<file path="config.mk">
export PLATFORM = sky130hd
export DESIGN_NAME = prbs7_tx_gen_flat
export DESIGN_NICKNAME = d
export VERILOG_FILES = /design/src/rtl/prbs7_tx_gen_if.sv /design/src/rtl/prbs7_tx_gen.sv /design/src/flat_wrapper.sv
export SDC_FILE = /design/constraint.sdc
export NUM_CORES = 1
export LEC_CHECK = 0
export BUFFER_PORTS_ARGS = -buffer_cell sky130_fd_sc_hd__buf_2
export CAP_MARGIN = 25
export CORE_ASPECT_RATIO = 1.75
export CORE_MARGIN = 2
export CORE_UTILIZATION = 45
export DETAILED_ROUTE_END_ITERATION = 8
export PLACE_DENSITY = 0.66
export SYNTH_ARGS = -nofsm -noshare
export SYNTH_HDL_FRONTEND = slang
export SYNTH_SLANG_ARGS = --single-unit
</file>
<file path="constraint.sdc">
create_clock -name clk -period 3.3 [get_ports clk]
set_clock_uncertainty 0.15 [all_clocks]
set_input_delay 0.825 -clock clk [delete_from_list [all_inputs] [get_ports clk]]
set_output_delay 0.825 -clock clk [all_outputs]
set_load 0.01 [all_outputs]
</file>
<file path="src/rtl/prbs7_tx_gen_if.sv">
// Control and data bundle for the PRBS7 word source.
// master = the block driving controls and consuming the stream; slave = the generator.
interface prbs7_tx_gen_if #(
  parameter int CNT_W = 32
);
  logic             enable;
  logic [1:0]       mode;
  logic             slip_req;
  logic             inj_single;
  logic [4:0]       inj_bit;
  logic [15:0]      inj_period;
  logic [31:0]      dout;
  logic             dout_valid;
  logic [4:0]       slip_offset;
  logic [CNT_W-1:0] word_count;
  logic [15:0]      inj_count;

  modport master (
    output enable, mode, slip_req, inj_single, inj_bit, inj_period,
    input  dout, dout_valid, slip_offset, word_count, inj_count
  );

  modport slave (
    input  enable, mode, slip_req, inj_single, inj_bit, inj_period,
    output dout, dout_valid, slip_offset, word_count, inj_count
  );
endinterface

</file>
<file path="src/rtl/prbs7_tx_gen.sv">
// PRBS7 (x^7+x^6+1) 32-bit/cycle word source with test patterns, bit slip and error injection.
// Error injection is built only when PRBS_TX_ERR_INJ_EN is defined.
module prbs7_tx_gen #(
  parameter logic [6:0] SEED  = 7'h7F,
  parameter int         CNT_W = 32
) (
  input logic           clk,
  input logic           reset,
  prbs7_tx_gen_if.slave bus
);
  localparam int         DATA_W   = 32;
  localparam logic [6:0] SEED_EFF = (SEED == 7'h00) ? 7'h7F : SEED;

  typedef enum logic [1:0] {IDLE = 2'd0, FILL = 2'd1, RUN = 2'd2} state_t;

  state_t              state, state_n;
  logic                advance, emit;
  logic                primed;
  logic [6:0]          lfsr_p0;
  logic [DATA_W-1:0]   gen_cur_p1, gen_prev_p1;
  logic [DATA_W-1:0]   dout_p2;
  logic                vld_p2;
  logic [4:0]          slip_offset;
  logic [CNT_W-1:0]    word_count;
  logic [DATA_W-1:0]   inj_mask;
  logic [15:0]         inj_count;

  function automatic logic [DATA_W+6:0] prbs_step(input logic [6:0] st_in);
    logic [6:0]        st;
    logic [DATA_W-1:0] w;
    logic              nb;
    st = st_in;
    w  = '0;
    for (int i = 0; i < DATA_W; i++) begin
      nb   = st[6] ^ st[5];
      w[i] = nb;
      st   = {st[5:0], nb};
    end
    return {st, w};
  endfunction

  function automatic logic [DATA_W-1:0] apply_mode(input logic [1:0] m,
                                                   input logic [DATA_W-1:0] w);
    case (m)
      2'b00:   return w;
      2'b01:   return '0;
      2'b10:   return 32'h5555_5555;
      default: return ~w;
    endcase
  endfunction

  logic [DATA_W+6:0]   step;
  logic [2*DATA_W-1:0] buf_w, buf_sh;
  logic [DATA_W-1:0]   sel;

  assign step   = prbs_step(lfsr_p0);
  assign buf_w  = {gen_cur_p1, gen_prev_p1};
  assign buf_sh = buf_w >> (7'd32 - {2'b00, slip_offset});
  assign sel    = buf_sh[DATA_W-1:0];

  always_ff @(posedge clk) begin
    if (reset) state <= IDLE;
    else       state <= state_n;
  end

  // The refill only advances once per reset so a stall/resume keeps the stream contiguous.
  always_comb begin
    state_n = state;
    advance = 1'b0;
    emit    = 1'b0;
    case (state)
      IDLE: if (bus.enable) state_n = FILL;
      FILL: begin
        if (bus.enable) begin
          state_n = RUN;
          advance = !primed;
        end else begin
          state_n = IDLE;
        end
      end
      RUN: begin
        if (bus.enable) begin
          emit    = 1'b1;
          advance = 1'b1;
        end else begin
          state_n = IDLE;
        end
      end
      default: state_n = IDLE;
    endcase
  end

  // Stage 1: word generation
  always_ff @(posedge clk) begin
    if (reset) begin
      lfsr_p0     <= SEED_EFF;
      gen_cur_p1  <= '0;
      gen_prev_p1 <= '0;
      primed      <= 1'b0;
    end else if (advance) begin
      lfsr_p0     <= step[DATA_W+6:DATA_W];
      gen_prev_p1 <= gen_cur_p1;
      gen_cur_p1  <= apply_mode(bus.mode, step[DATA_W-1:0]);
      primed      <= 1'b1;
    end
  end

  // Stage 2: slip select and injection
  always_ff @(posedge clk) begin
    if (reset) begin
      dout_p2    <= '0;
      vld_p2     <= 1'b0;
      word_count <= '0;
    end else begin
      vld_p2 <= emit;
      if (emit) begin
        dout_p2    <= sel ^ inj_mask;
        word_count <= word_count + CNT_W'(1);
      end
    end
  end

  always_ff @(posedge clk) begin
    if (reset)                        slip_offset <= '0;
    else if (bus.enable && bus.slip_req) slip_offset <= slip_offset + 5'd1;
  end

`ifdef PRBS_TX_ERR_INJ_EN
  logic        inj_pend;
  logic [15:0] per_cnt, per_last;
  logic        per_hit, inj_req;

  always_comb begin
    per_hit  = (bus.inj_period != 16'd0) && (bus.inj_period == per_last) &&
               (per_cnt == bus.inj_period - 16'd1);
    inj_req  = emit && (per_hit || inj_pend || bus.inj_single);
    inj_mask = inj_req ? (32'd1 << bus.inj_bit) : '0;
  end

  always_ff @(posedge clk) begin
    if (reset) begin
      inj_pend  <= 1'b0;
      per_cnt   <= '0;
      per_last  <= '0;
      inj_count <= '0;
    end else begin
      per_last <= bus.inj_period;
      if (bus.inj_period != per_last || bus.inj_period == 16'd0) per_cnt <= '0;
      else if (emit) per_cnt <= per_hit ? 16'd0 : per_cnt + 16'd1;
      if (emit)                inj_pend <= 1'b0;
      else if (bus.inj_single) inj_pend <= 1'b1;
      if (inj_req && inj_count != 16'hFFFF) inj_count <= inj_count + 16'd1;
    end
  end
`else
  logic unused_inj;
  assign unused_inj = ^{bus.inj_single, bus.inj_bit, bus.inj_period};
  assign inj_mask   = '0;
  assign inj_count  = '0;
`endif

  assign bus.dout        = dout_p2;
  assign bus.dout_valid  = vld_p2;
  assign bus.slip_offset = slip_offset;
  assign bus.word_count  = word_count;
  assign bus.inj_count   = inj_count;
endmodule
</file>
<file path="src/flat_wrapper.sv">
// flat-port wrapper written by rule: the top's interface ports become plain ports
module prbs7_tx_gen_flat 
#(
  parameter logic [6:0] SEED  = 7'h7F,
  parameter int         CNT_W = 32
)
  (clk, reset, bus_enable, bus_mode, bus_slip_req, bus_inj_single, bus_inj_bit, bus_inj_period, bus_dout, bus_dout_valid, bus_slip_offset, bus_word_count, bus_inj_count);
  prbs7_tx_gen_if #(.CNT_W(CNT_W)) bus_i ();
  input logic clk;
  input logic reset;
  input wire logic [$bits(bus_i.enable)-1:0] bus_enable;
  input wire logic [$bits(bus_i.mode)-1:0] bus_mode;
  input wire logic [$bits(bus_i.slip_req)-1:0] bus_slip_req;
  input wire logic [$bits(bus_i.inj_single)-1:0] bus_inj_single;
  input wire logic [$bits(bus_i.inj_bit)-1:0] bus_inj_bit;
  input wire logic [$bits(bus_i.inj_period)-1:0] bus_inj_period;
  output wire logic [$bits(bus_i.dout)-1:0] bus_dout;
  output wire logic [$bits(bus_i.dout_valid)-1:0] bus_dout_valid;
  output wire logic [$bits(bus_i.slip_offset)-1:0] bus_slip_offset;
  output wire logic [$bits(bus_i.word_count)-1:0] bus_word_count;
  output wire logic [$bits(bus_i.inj_count)-1:0] bus_inj_count;
  assign bus_i.enable = bus_enable;
  assign bus_i.mode = bus_mode;
  assign bus_i.slip_req = bus_slip_req;
  assign bus_i.inj_single = bus_inj_single;
  assign bus_i.inj_bit = bus_inj_bit;
  assign bus_i.inj_period = bus_inj_period;
  assign bus_dout = bus_i.dout;
  assign bus_dout_valid = bus_i.dout_valid;
  assign bus_slip_offset = bus_i.slip_offset;
  assign bus_word_count = bus_i.word_count;
  assign bus_inj_count = bus_i.inj_count;
  prbs7_tx_gen #(.SEED(SEED), .CNT_W(CNT_W)) u_core (.clk(clk), .reset(reset), .bus(bus_i));
endmodule
</file>
==> results of run 1 <==
worst max path at each step:
| stage | cells past startpoint | end | startpoint |
|---|---|---|---|
| 3_5_place_dp | 10 | u_core.bus.dout[17]$_SDFFE_PP0P_ | u_core.bus.slip_offset[0]$_SDFFE_PP0P_ |
| 5_1_grt | 8 | u_core.bus.dout[14]$_SDFFE_PP0P_ | u_core.bus.slip_offset[2]$_SDFFE_PP0P_ |
| 3_3_place_gp | 10 | u_core.bus.dout[5]$_SDFFE_PP0P_ | u_core.bus.slip_offset[0]$_SDFFE_PP0P_ |
| 2_1_floorplan | 13 | u_core.bus.dout[25]$_SDFFE_PP0P_ | u_core.bus.slip_offset[0]$_SDFFE_PP0P_ |
| 6_report | 8 | u_core.bus.dout[14]$_SDFFE_PP0P_ | u_core.bus.slip_offset[2]$_SDFFE_PP0P_ |
| 4_1_cts | 10 | u_core.bus.dout[17]$_SDFFE_PP0P_ | u_core.bus.slip_offset[0]$_SDFFE_PP0P_ |
power by group:
| group | leakage (nW) | switching, mW | total [mW] | internal [mW] |
|---|---|---|---|---|
| clock | 0.297 | 0.892 | 1.99 | 1.09 |
| sequential | 1.16 | 0.0490 | 1.82 | 1.77 |
| combinational | 2.92 | 0.658 | 1.07 | 0.412 |
| total | 4.38 | 1.60 | 4.88 | 3.28 |
stage by stage:
stage               area (µm²)  std cells
floorplan                10430       1204
global placement         10890       1508
detailed placement       10890       1508
CTS                      11490       1540
global route             11490       1540
finish                   11490       1540
cell type report:
type / instances / area [µm²] / area share [%]
multi-input combinational: 934 / 6793 / 59.11
sequential: 144 / 2887 / 25.12
timing repair buffer: 119 / 795.8 / 6.924
clock buffer: 18 / 439.2 / 3.821
tap: 300 / 375.4 / 3.266
clock inverter: 14 / 161.4 / 1.404
inverter: 11 / 41.29 / 0.3593
state kept, by name, indices dropped and copies added, names as in the netlist:
signal	cells
u_core.bus.dout_valid	1
u_core.primed	1
u_core.lfsr_p0	7
u_core.gen_prev_p1	32
u_core.bus.dout	32
u_core.gen_cur_p1	32
u_core.state	2
u_core.bus.word_count	32
u_core.bus.slip_offset	5
cells by family (layout without fill, tap and decap cells):
family,after synthesis,in the layout,share of synthesized area [%]
AO/OA/AOI/OAI,247,247,15.23
adder cells (fa/ha/maj),6,6,0.7240
XOR/XNOR,63,63,5.756
multiplexers,199,199,25.78
buffers and inverters,126,162,7.530
AND/OR/NAND/NOR,403,403,17.15
other,1,16,0.03617
flip-flops,144,144,27.80
metal layers:
layer | global-route usage [%] | vias to the layer above
li1 | - | 4362
met1 | 28.69 | 4504
met2 | 48.52 | 322
met3 | 5.011 | 126
met4 | 20.28 | 0
met5 | 0 | -
layout by cell type, fill, tap and decap left out, types with 9 or more instances in the layout:
master,count
a211oi_1,22
a21oi_1,102
buf_2,74
buf_4,38
clkbuf_16,17
conb_1,16
dfxtp_1,143
inv_1,10
mux2_2,47
mux2i_1,105
mux4_2,40
nand2_1,188
nand3_1,22
nand4_1,9
nor2_1,106
nor3_1,24
o211ai_1,24
o21ai_0,33
or3_1,11
xnor2_1,26
xor2_1,32
==> metrics.md, run 1 <==
| Metric | Value |
|---|---|
| Status | `complete, no violations` |
| Ant. Diodes | `0` |
| WL met1 | `11,920 µm` |
| DPL Wire Length | `24,560 µm` |
| DR WL/cell | `21.43 µm` |
| Post-Syn Instances | `1,189` |
| Worst setup margin | `0.1384 ns` |
| Worst min-delay path startpoint | `u_core.bus.dout[25]$_SDFFE_PP0P_` |
| Gpl congestion | `0.9998` |
| Hold path endpoint | `u_core.bus.dout[25]$_SDFFE_PP0P_` |
| Slew Viols, Final | `0` |
| CP peak stage delay | `0.71 ns` |
| Post-synth top area cell | `dfxtp_1` |
| GRT overflow | `0` |
| Asr flop ratio synth | `0%` |
| Share of layout cells above drive strength 1 | `20.89%` |
| EDFF count, synth | `0` |
| Leakage | `4.379 nW` |
| Antenna violations before repair | `0` |
| Largest net degree at the start of global routing | `84` |
| CP Max Fanout | `25` |
| Hold Fails Final Rpt | `0` |
| DIE WIDTH | `118.7 µm` |
| CTS Sinks | `144` |
| I/O Buffers | `75` |
| Via density per instance | `6.048` |
| Reg-to-Reg Start | `u_core.bus.slip_offset[2]$_SDFFE_PP0P_` |
| Number of global-route vias before repair | `8,974` |
| Crit path cell chain | `xor2_4 -> buf_12 -> buf_4 -> mux2i_1 -> mux2i_1 -> a211oi_1 -> a21oi_1 -> o22ai_1` |
| CTS tree | `built` |
| Tot Pwr | `4.876 mW` |
| Final core occ | `50.73%` |
| Clock-pin slew on the worst setup and hold paths | `0.07 ns` |
| Initial Utilization | `45.77%` |
| Die height | `204.8 µm` |
| WL met3 | `1517 µm` |
| Vias | `9,314` |
| Max-cap violations | `0` |
| CTS Hold Bufs | `0` |
| DR top layer | `met4` |
| DR iter-0 viols | `782` |
| Sequential share of the synthesized area | `27.80%` |
| Synth Flop Type | `dfxtp_1` |
| Num CTS Buffers | `17` |
| Slew @ Worst Pin | `0.8062 ns` |
| H-tree depth | `4` |
| Synth Register Bits | `144` |
| Worst Hold Class | `register to register` |
| Top post-synthesis cells by count | `188 x nand2_1, 144 x dfxtp_1, 106 x nor2_1` |
| Number of gates resized after cts | `0` |
| Slowest cell on the critical path | `dfxtp_1` |
| Layout area overhead | `10.84%` |
| # IOs | `114` |
| Synthesis Warnings | `0` |
| Max_slew headroom | `45.86%` |
| Worst hold slack | `0.3021 ns` |
| Buffer and inverter count on the worst path | `2` |
| Site row count | `73` |
| Syn avg cell area | `8.721 µm²` |
| Clock root buffer | `clkbuf_16` |
| Final setup violation count | `0` |
| Crit path arrival time | `3.40 ns` |
| Filler cell count | `2,240` |
| Tcrit/Tclk final | `95.81%` |
| Die area | `0.02432 mm²` |
| CP most frequent cell | `mux2i_1` |
| DRC | `0` |
| Reg2Reg Depth | `8` |
| Setup bufs post-CTS | `0` |
| Unique masters post-synth | `73` |
| CP Capture Type | `register` |
| RSZ-0062 raised after global routing | `false` |
| 1st-pass router iterations | `6` |
| Place WS | `0.2797 ns` |
| Core area | `0.02265 mm²` |
| Max Root-Sink Buffers | `2` |
| Mapped Area | `0.01037 mm²` |
| Largest cells by area after synthesis | `dfxtp_1 28%, mux2i_1 10%, mux4_2 8.3%` |
| Nets | `1,261` |
| Critical Path Start Type | `register` |
| Reg-to-reg critical path endpoint | `u_core.bus.dout[14]$_SDFFE_PP0P_` |
| First-pass GRT wire length | `51,330 µm` |
| Fin crit period | `3.162 ns` |
| Setup TNS Final | `0 ns` |
| Final wirelength | `33,000 µm` |
| Worst path top cell family by delay | `compound AO/OA/AOI/OAI gates` |
| Worst Hold Path Cells | `1` |
| Setup CP Type | `register to register` |
| Post-route ant nets | `0` |
| Top-count cell post-synth | `nand2_1` |
| Top cell type's share of synthesized area | `27.80%` |
| Setup slack, reg-to-reg | `0.14 ns` |
| Worst vdd ir | `0.0002893 V` |
| FMAX | `316.3 MHz` |
| WP data required | `3.54 ns` |
| Pwr dens | `424.3 mW/mm²` |
| Met2 wire len | `17,150 µm` |
| Worst-Skew Late Latency | `0.46 ns` |
| Total Routing Usage GR | `27.40%` |
(Power assumes the default switching activity.)
==> run 2: changes to the inputs <==
--- a/config.mk
+++ b/config.mk
@@ -5,13 +5,14 @@
 export SDC_FILE = /design/constraint.sdc
 export NUM_CORES = 1
 export LEC_CHECK = 0
+export ABC_CLOCK_PERIOD_IN_PS = 3600
 export BUFFER_PORTS_ARGS = -buffer_cell sky130_fd_sc_hd__buf_2
 export CAP_MARGIN = 25
 export CORE_ASPECT_RATIO = 1.75
 export CORE_MARGIN = 2
 export CORE_UTILIZATION = 45
 export DETAILED_ROUTE_END_ITERATION = 8
-export PLACE_DENSITY = 0.66
+export RECOVER_POWER = 100
 export SYNTH_ARGS = -nofsm -noshare
 export SYNTH_HDL_FRONTEND = slang
 export SYNTH_SLANG_ARGS = --single-unit
==> constraint.sdc (replaced) <==
create_clock -name clk -period 3.6 [get_ports clk]
set_clock_uncertainty 0.15 [all_clocks]
set_input_delay 0.9 -clock clk [delete_from_list [all_inputs] [get_ports clk]]
set_output_delay 0.9 -clock clk [all_outputs]
set_load 0.01 [all_outputs]
==> run 2 against run 1 <==
Design area shrank 1.5%. Wire length shrank 0.68%. First-iteration DRC count shrank 16%. Highest routed layer unchanged. Clock-buffer cell count shrank 1. The flow now finishes with violations (capacitance limit, slew limit). Global-route usage shrank 0.32 points. Utilization shrank 0.76 points. Power shrank 8.9%. Register-to-register slack gained 0.07 ns.
==> metrics.md, run 2 (synthesis gave the netlist of run 1 again) <==
| Metric | Value |
|---|---|
| GRT overflow | `0` |
| FMAX | `294.7 MHz` |
| Final setup violation count | `0` |
| DPL Wire Length | `24,990 µm` |
| Worst vdd ir | `0.0003011 V` |
| Number of gates resized after cts | `0` |
| Crit path cell chain | `inv_1 -> ha_4 -> buf_4 -> mux2i_1 -> mux4_2 -> mux2_2 -> a2111oi_0 -> a21o_1` |
| CTS Sinks | `144` |
| DIE WIDTH | `118.7 µm` |
| Setup bufs post-CTS | `0` |
| Gpl congestion | `0.9460` |
| RSZ-0062 raised after global routing | `false` |
| CP peak stage delay | `0.61 ns` |
| Worst setup margin | `0.2069 ns` |
| Clock-pin slew on the worst setup and hold paths | `0.07 ns` |
| Setup CP Type | `register to register` |
| # IOs | `114` |
| Reg-to-Reg Start | `u_core.bus.slip_offset[0]$_SDFFE_PP0P_` |
| Max-cap violations | `1` |
| DR iter-0 viols | `658` |
| Die area | `0.02432 mm²` |
| Vias | `9,125` |
| Antenna violations before repair | `0` |
| Setup TNS Final | `0 ns` |
| Largest net degree at the start of global routing | `95` |
| Tcrit/Tclk final | `94.25%` |
| Worst Hold Class | `register to register` |
| Num CTS Buffers | `17` |
| Share of layout cells above drive strength 1 | `13.90%` |
| WP data required | `3.86 ns` |
| Slew Viols, Final | `95` |
| DR WL/cell | `21.32 µm` |
| Die height | `204.8 µm` |
| CTS Hold Bufs | `0` |
| Worst Hold Path Cells | `2` |
| Leakage | `4.046 nW` |
| Crit path arrival time | `3.65 ns` |
| Slew @ Worst Pin | `1.971 ns` |
| CP Max Fanout | `30` |
| Max_slew headroom | `-31.42%` |
| Site row count | `73` |
| Place WS | `0.4032 ns` |
| First-pass GRT wire length | `50,620 µm` |
| Ant. Diodes | `0` |
| Status | `finished with violations` |
| Commonest cells after routing, fill and taps aside | `188 x nand2_1, 143 x dfxtp_1, 106 x nor2_1, 105 x mux2i_1, 102 x a21oi_1` |
| Critical Path Start Type | `register` |
| Max Root-Sink Buffers | `2` |
| Reg-to-reg critical path endpoint | `u_core.bus.dout[25]$_SDFFE_PP0P_` |
| 1st-pass router iterations | `5` |
| Initial Utilization | `45.77%` |
| CP Capture Type | `register` |
| Reg2Reg Depth | `8` |
| Final core occ | `49.97%` |
| Hold path endpoint | `u_core.primed$_SDFFE_PP0P_` |
| Tot Pwr | `4.443 mW` |
| Filler cell count | `2,367` |
| Leading cell type in the layout, fill and taps excluded | `nand2_1` |
| CP Launch Point | `u_core.bus.slip_offset[0]$_SDFFE_PP0P_` |
| Failing checks | `capacitance limit, slew limit` |
| Slowest cell on the critical path | `mux4_2` |
| Total Routing Usage GR | `27.08%` |
| Layout area overhead | `9.171%` |
| Number of global-route vias before repair | `8,813` |
| CTS tree | `built` |
| Worst-Skew Late Latency | `0.46 ns` |
| Post-route ant nets | `0` |
| H-tree depth | `4` |
| Clock root buffer | `clkbuf_16` |
| Nets | `1,258` |
| DRC | `0` |
| Setup slack, reg-to-reg | `0.21 ns` |
| Worst min-delay path startpoint | `u_core.primed$_SDFFE_PP0P_` |
| Hold Fails Final Rpt | `0` |
| Via density per instance | `5.937` |
| Pwr dens | `392.5 mW/mm²` |
| Core area | `0.02265 mm²` |
| Fin crit period | `3.393 ns` |
| I/O Buffers | `75` |
| Final wirelength | `32,770 µm` |
-- run 2: changes by cell type in the layout (fill, tap and decap cells not counted), moves of 3 or more --
cell / previous run / this run
clkinv_4: 4 / 1
clkbuf_1: 0 / 74
buf_2: 74 / 6
mux2_2: 47 / 42
clkinv_8: 1 / 4
buf_12: 7 / 4
buf_4: 38 / 31
mux2_1: 0 / 5
-- run 2: how the worst max path moves through the flow --
stage / to / slack, ns
3_5_place_dp: u_core.bus.dout[2]$_SDFFE_PP0P_ / 0.40
2_1_floorplan: u_core.bus.dout[24]$_SDFFE_PP0P_ / 0.06
3_3_place_gp: u_core.bus.dout[24]$_SDFFE_PP0P_ / 0.39
5_1_grt: u_core.bus.dout[24]$_SDFFE_PP0P_ / 0.06
6_report: u_core.bus.dout[25]$_SDFFE_PP0P_ / 0.21
4_1_cts: u_core.bus.dout[2]$_SDFFE_PP0P_ / 0.39
-- run 2: final cells by class --
cell class / count / area (µm²) / share of cell area, %
well taps: 300 / 375.4 / 3.316
clock buffers: 17 / 425.4 / 3.758
flip-flops and latches: 144 / 2884 / 25.48
clock inverters: 15 / 178.9 / 1.581
multi-input cells: 934 / 6789 / 59.98
repair buffers: 116 / 625.6 / 5.527
inverters: 11 / 41.29 / 0.3648
-- run 2: worst max-delay path: cells and delay by family, from the launching register on --
family / cells / cell delay [ns]
AOI/OAI and AO/OA: 2 / 0.75
adders and majority gates: 1 / 0.53
buffers and inverters: 2 / 0.41
DFF: 1 / 0.41
muxes: 3 / 1.09
-- run 2: stage by stage --
| stage | hold slack, ns | instance area (µm²) | std cells |
|---|---|---|---|
| floorplan | 0.2759 | 10430 | 1204 |
| global placement | 0.2797 | 10840 | 1505 |
| detailed placement | 0.2895 | 10840 | 1505 |
| CTS | 0.3011 | 11440 | 1537 |
| global route | 0.3307 | 11320 | 1537 |
| finish | 0.2967 | 11320 | 1537 |
-- run 2: report_power, final --
part           switching [mW]  internal, mW  total (mW)
combinational           0.596         0.361       0.957
clock                   0.876         0.942        1.82
sequential             0.0461          1.62        1.67
-- run 2: per-layer routing --
layer	share of wire (%)	routed length, µm	global-route usage [%]	vias up
met5	0	0	0	-
met2	52	16900	48.42	272
met4	7.3	2393	18.92	0
li1	-	-	-	4356
met3	3.8	1257	5.484	107
met1	37	12220	28.09	4390
==> run 3: changes to the inputs <==
--- a/config.mk
+++ b/config.mk
@@ -11,8 +11,11 @@
 export CORE_ASPECT_RATIO = 1.75
 export CORE_MARGIN = 2
 export CORE_UTILIZATION = 45
+export CTS_BUF_LIST = sky130_fd_sc_hd__clkbuf_8
 export DETAILED_ROUTE_END_ITERATION = 8
 export RECOVER_POWER = 100
+export SKIP_CTS_REPAIR_TIMING = 1
+export SLEW_MARGIN = 20
 export SYNTH_ARGS = -nofsm -noshare
 export SYNTH_HDL_FRONTEND = slang
 export SYNTH_SLANG_ARGS = --single-unit
==> run 3 against run 2 <==
The run now ends clean. Register-to-register slack better by 0.03 ns. Clock-buffer cell count unchanged. Setup slack better by 0.026 ns. Global-route usage down 0.22 points. Critical endpoint unchanged. Clock power down 26%. Die area unchanged. Wire length down 0.81%.
==> metrics.md, run 3 (synthesis gave the netlist of run 1 again) <==
| Metric | Value |
|---|---|
| Status | `complete, no violations` |
| Crit path arrival time | `3.68 ns` |
| Worst hold slack | `0.3034 ns` |
| Setup TNS Final | `0 ns` |
| Die area | `0.02432 mm²` |
| Tcrit/Tclk final | `93.53%` |
| Layout area overhead | `7.059%` |
| DIE WIDTH | `118.7 µm` |
| Critical Path Start Type | `register` |
| 1st-pass router iterations | `5` |
| DR iter-0 viols | `710` |
| Num CTS Buffers | `17` |
| DRC | `0` |
| Reg-to-Reg Start | `u_core.bus.slip_offset[0]$_SDFFE_PP0P_` |
| Setup CP Type | `register to register` |
| Worst path top cell family by delay | `multiplexers` |
| H-tree depth | `4` |
| Crit. path cell count | `8` |
| Final Cell Area | `0.01110 mm²` |
| Slew @ Worst Pin | `1.464 ns` |
| Final Non-Filler Cells | `1,537` |
| Gpl congestion | `0.9460` |
| Number of global-route vias before repair | `8,817` |
| CP peak stage delay | `0.60 ns` |
| Max-cap violations | `0` |
| Reg-to-reg critical path endpoint | `u_core.bus.dout[25]$_SDFFE_PP0P_` |
| Filler cell count | `2,385` |
| FMAX | `297.0 MHz` |
| Final core occ | `49.01%` |
| Crit path cell chain | `inv_1 -> ha_4 -> buf_4 -> mux2i_1 -> mux4_2 -> mux2_2 -> a2111oi_0 -> a21o_1` |
| GRT overflow | `0` |
| CP Capture Type | `register` |
| Max_slew headroom | `2.388%` |
| DR WL/cell | `21.15 µm` |
| Hold Fails Final Rpt | `0` |
| Worst-Skew Late Latency | `0.51 ns` |
| Slowest cell on the critical path | `mux4_2` |
| DPL Wire Length | `24,990 µm` |
| WP data required | `3.91 ns` |
| Final wirelength | `32,510 µm` |
| Clock root buffer | `clkbuf_8` |
| Site row count | `73` |
| I/O Buffers | `75` |
| CP Max Fanout | `30` |
| Largest net degree at the start of global routing | `95` |
| Commonest cells after routing, fill and taps aside | `188 x nand2_1, 143 x dfxtp_1, 106 x nor2_1, 105 x mux2i_1, 102 x a21oi_1` |
| Worst Hold Class | `register to register` |
| Fin crit period | `3.367 ns` |
| Pwr dens | `357.3 mW/mm²` |
| CP Launch Point | `u_core.bus.slip_offset[0]$_SDFFE_PP0P_` |
| Buffer and inverter count on the worst path | `2` |
| Vias | `9,145` |
| Setup slack, reg-to-reg | `0.23 ns` |
| Clock-pin slew on the worst setup and hold paths | `0.10 ns` |
| Total Routing Usage GR | `26.86%` |
| CTS Sinks | `144` |
| Max Root-Sink Buffers | `2` |
| CTS tree | `built` |
| # IOs | `114` |
| Dpl cell area | `0.01084 mm²` |
| Worst vdd ir | `0.0002489 V` |
| Ant. Diodes | `0` |
| Share of layout cells above drive strength 1 | `13.82%` |
| Core area | `0.02265 mm²` |
| Post-route ant nets | `0` |
| Reg2Reg Depth | `8` |
| Leakage | `3.961 nW` |
| Leading cell type in the layout, fill and taps excluded | `nand2_1` |
| Via density per instance | `5.950` |
| RSZ-0062 raised after global routing | `false` |
| Final setup violation count | `0` |
| Initial Utilization | `45.77%` |
| First-pass GRT wire length | `50,270 µm` |
| Nets | `1,258` |
| DP Cell Count | `1,505` |
| Antenna violations before repair | `0` |
| Die height | `204.8 µm` |
| Slew Viols, Final | `0` |
| Worst setup endpoint | `u_core.bus.dout[25]$_SDFFE_PP0P_` |
-- run 3: cell types whose count changed in the layout (fill, tap and decap cells not counted) --
| cell | previous run | this run |
|---|---|---|
| buf_12 | 4 | 2 |
| buf_4 | 31 | 32 |
| clkbuf_16 | 17 | 0 |
| clkbuf_2 | 1 | 2 |
| clkbuf_8 | 0 | 17 |
| o211a_1 | 0 | 1 |
| o211a_2 | 1 | 0 |
-- run 3: worst min path at each step --
| stage | startpoint | endpoint | slack [ns] | depth (start not counted) |
|---|---|---|---|---|
| 2_1_floorplan | u_core.primed$_SDFFE_PP0P_ | u_core.primed$_SDFFE_PP0P_ | 0.28 | 2 |
| 3_3_place_gp | u_core.bus.dout[25]$_SDFFE_PP0P_ | u_core.bus.dout[25]$_SDFFE_PP0P_ | 0.28 | 1 |
| 3_5_place_dp | u_core.bus.dout[25]$_SDFFE_PP0P_ | u_core.bus.dout[25]$_SDFFE_PP0P_ | 0.29 | 1 |
| 4_1_cts | u_core.primed$_SDFFE_PP0P_ | u_core.primed$_SDFFE_PP0P_ | 0.31 | 2 |
| 5_1_grt | u_core.bus.dout[25]$_SDFFE_PP0P_ | u_core.bus.dout[25]$_SDFFE_PP0P_ | 0.34 | 1 |
| 6_report | u_core.primed$_SDFFE_PP0P_ | u_core.primed$_SDFFE_PP0P_ | 0.30 | 2 |
-- run 3: final cells by class --
| cell class | instances | area, µm² | area share [%] |
|---|---|---|---|
| clock inverter | 15 | 178.9 | 1.612 |
| sequential | 144 | 2884 | 25.98 |
| multi-input combinational | 934 | 6789 | 61.16 |
| tap | 300 | 375.4 | 3.381 |
| clock buffer | 17 | 234.0 | 2.108 |
| timing repair buffer | 116 | 598.1 | 5.388 |
| inverter | 11 | 41.29 | 0.3720 |
-- run 3: per-layer routing --
metal	track usage, %	part of all wire, %	up-vias
met5	0	0	-
met1	27.59	37	4346
met2	47.62	51	308
met3	5.262	4.1	135
met4	20.58	8.3	0
li1	-	-	4356
-- run 3: metrics by stage --
step	setup slack [ns]	power, mW
5_1_grt	0.06696	4.138
6_report	0.2329	3.966
3_5_place_dp	0.4032	2.647
4_1_cts	0.3806	4.004
2_1_floorplan	0.05548	2.453
3_3_place_gp	0.3881	2.645
-- run 3: report_power, final --
| group | leakage (nW) | total, mW | internal [mW] | switching [mW] |
|---|---|---|---|---|
| combinational | 2.59 | 0.949 | 0.358 | 0.591 |
| sequential | 1.16 | 1.67 | 1.62 | 0.0459 |
| clock | 0.208 | 1.35 | 0.536 | 0.814 |
| total | 3.96 | 3.97 | 2.52 | 1.45 |
-- run 3: tightest hold or removal path, cell delays in order (launching register included) --
cell and delay, ns:
dfxtp_1 0.32, inv_1 0.05, a21oi_1 0.05
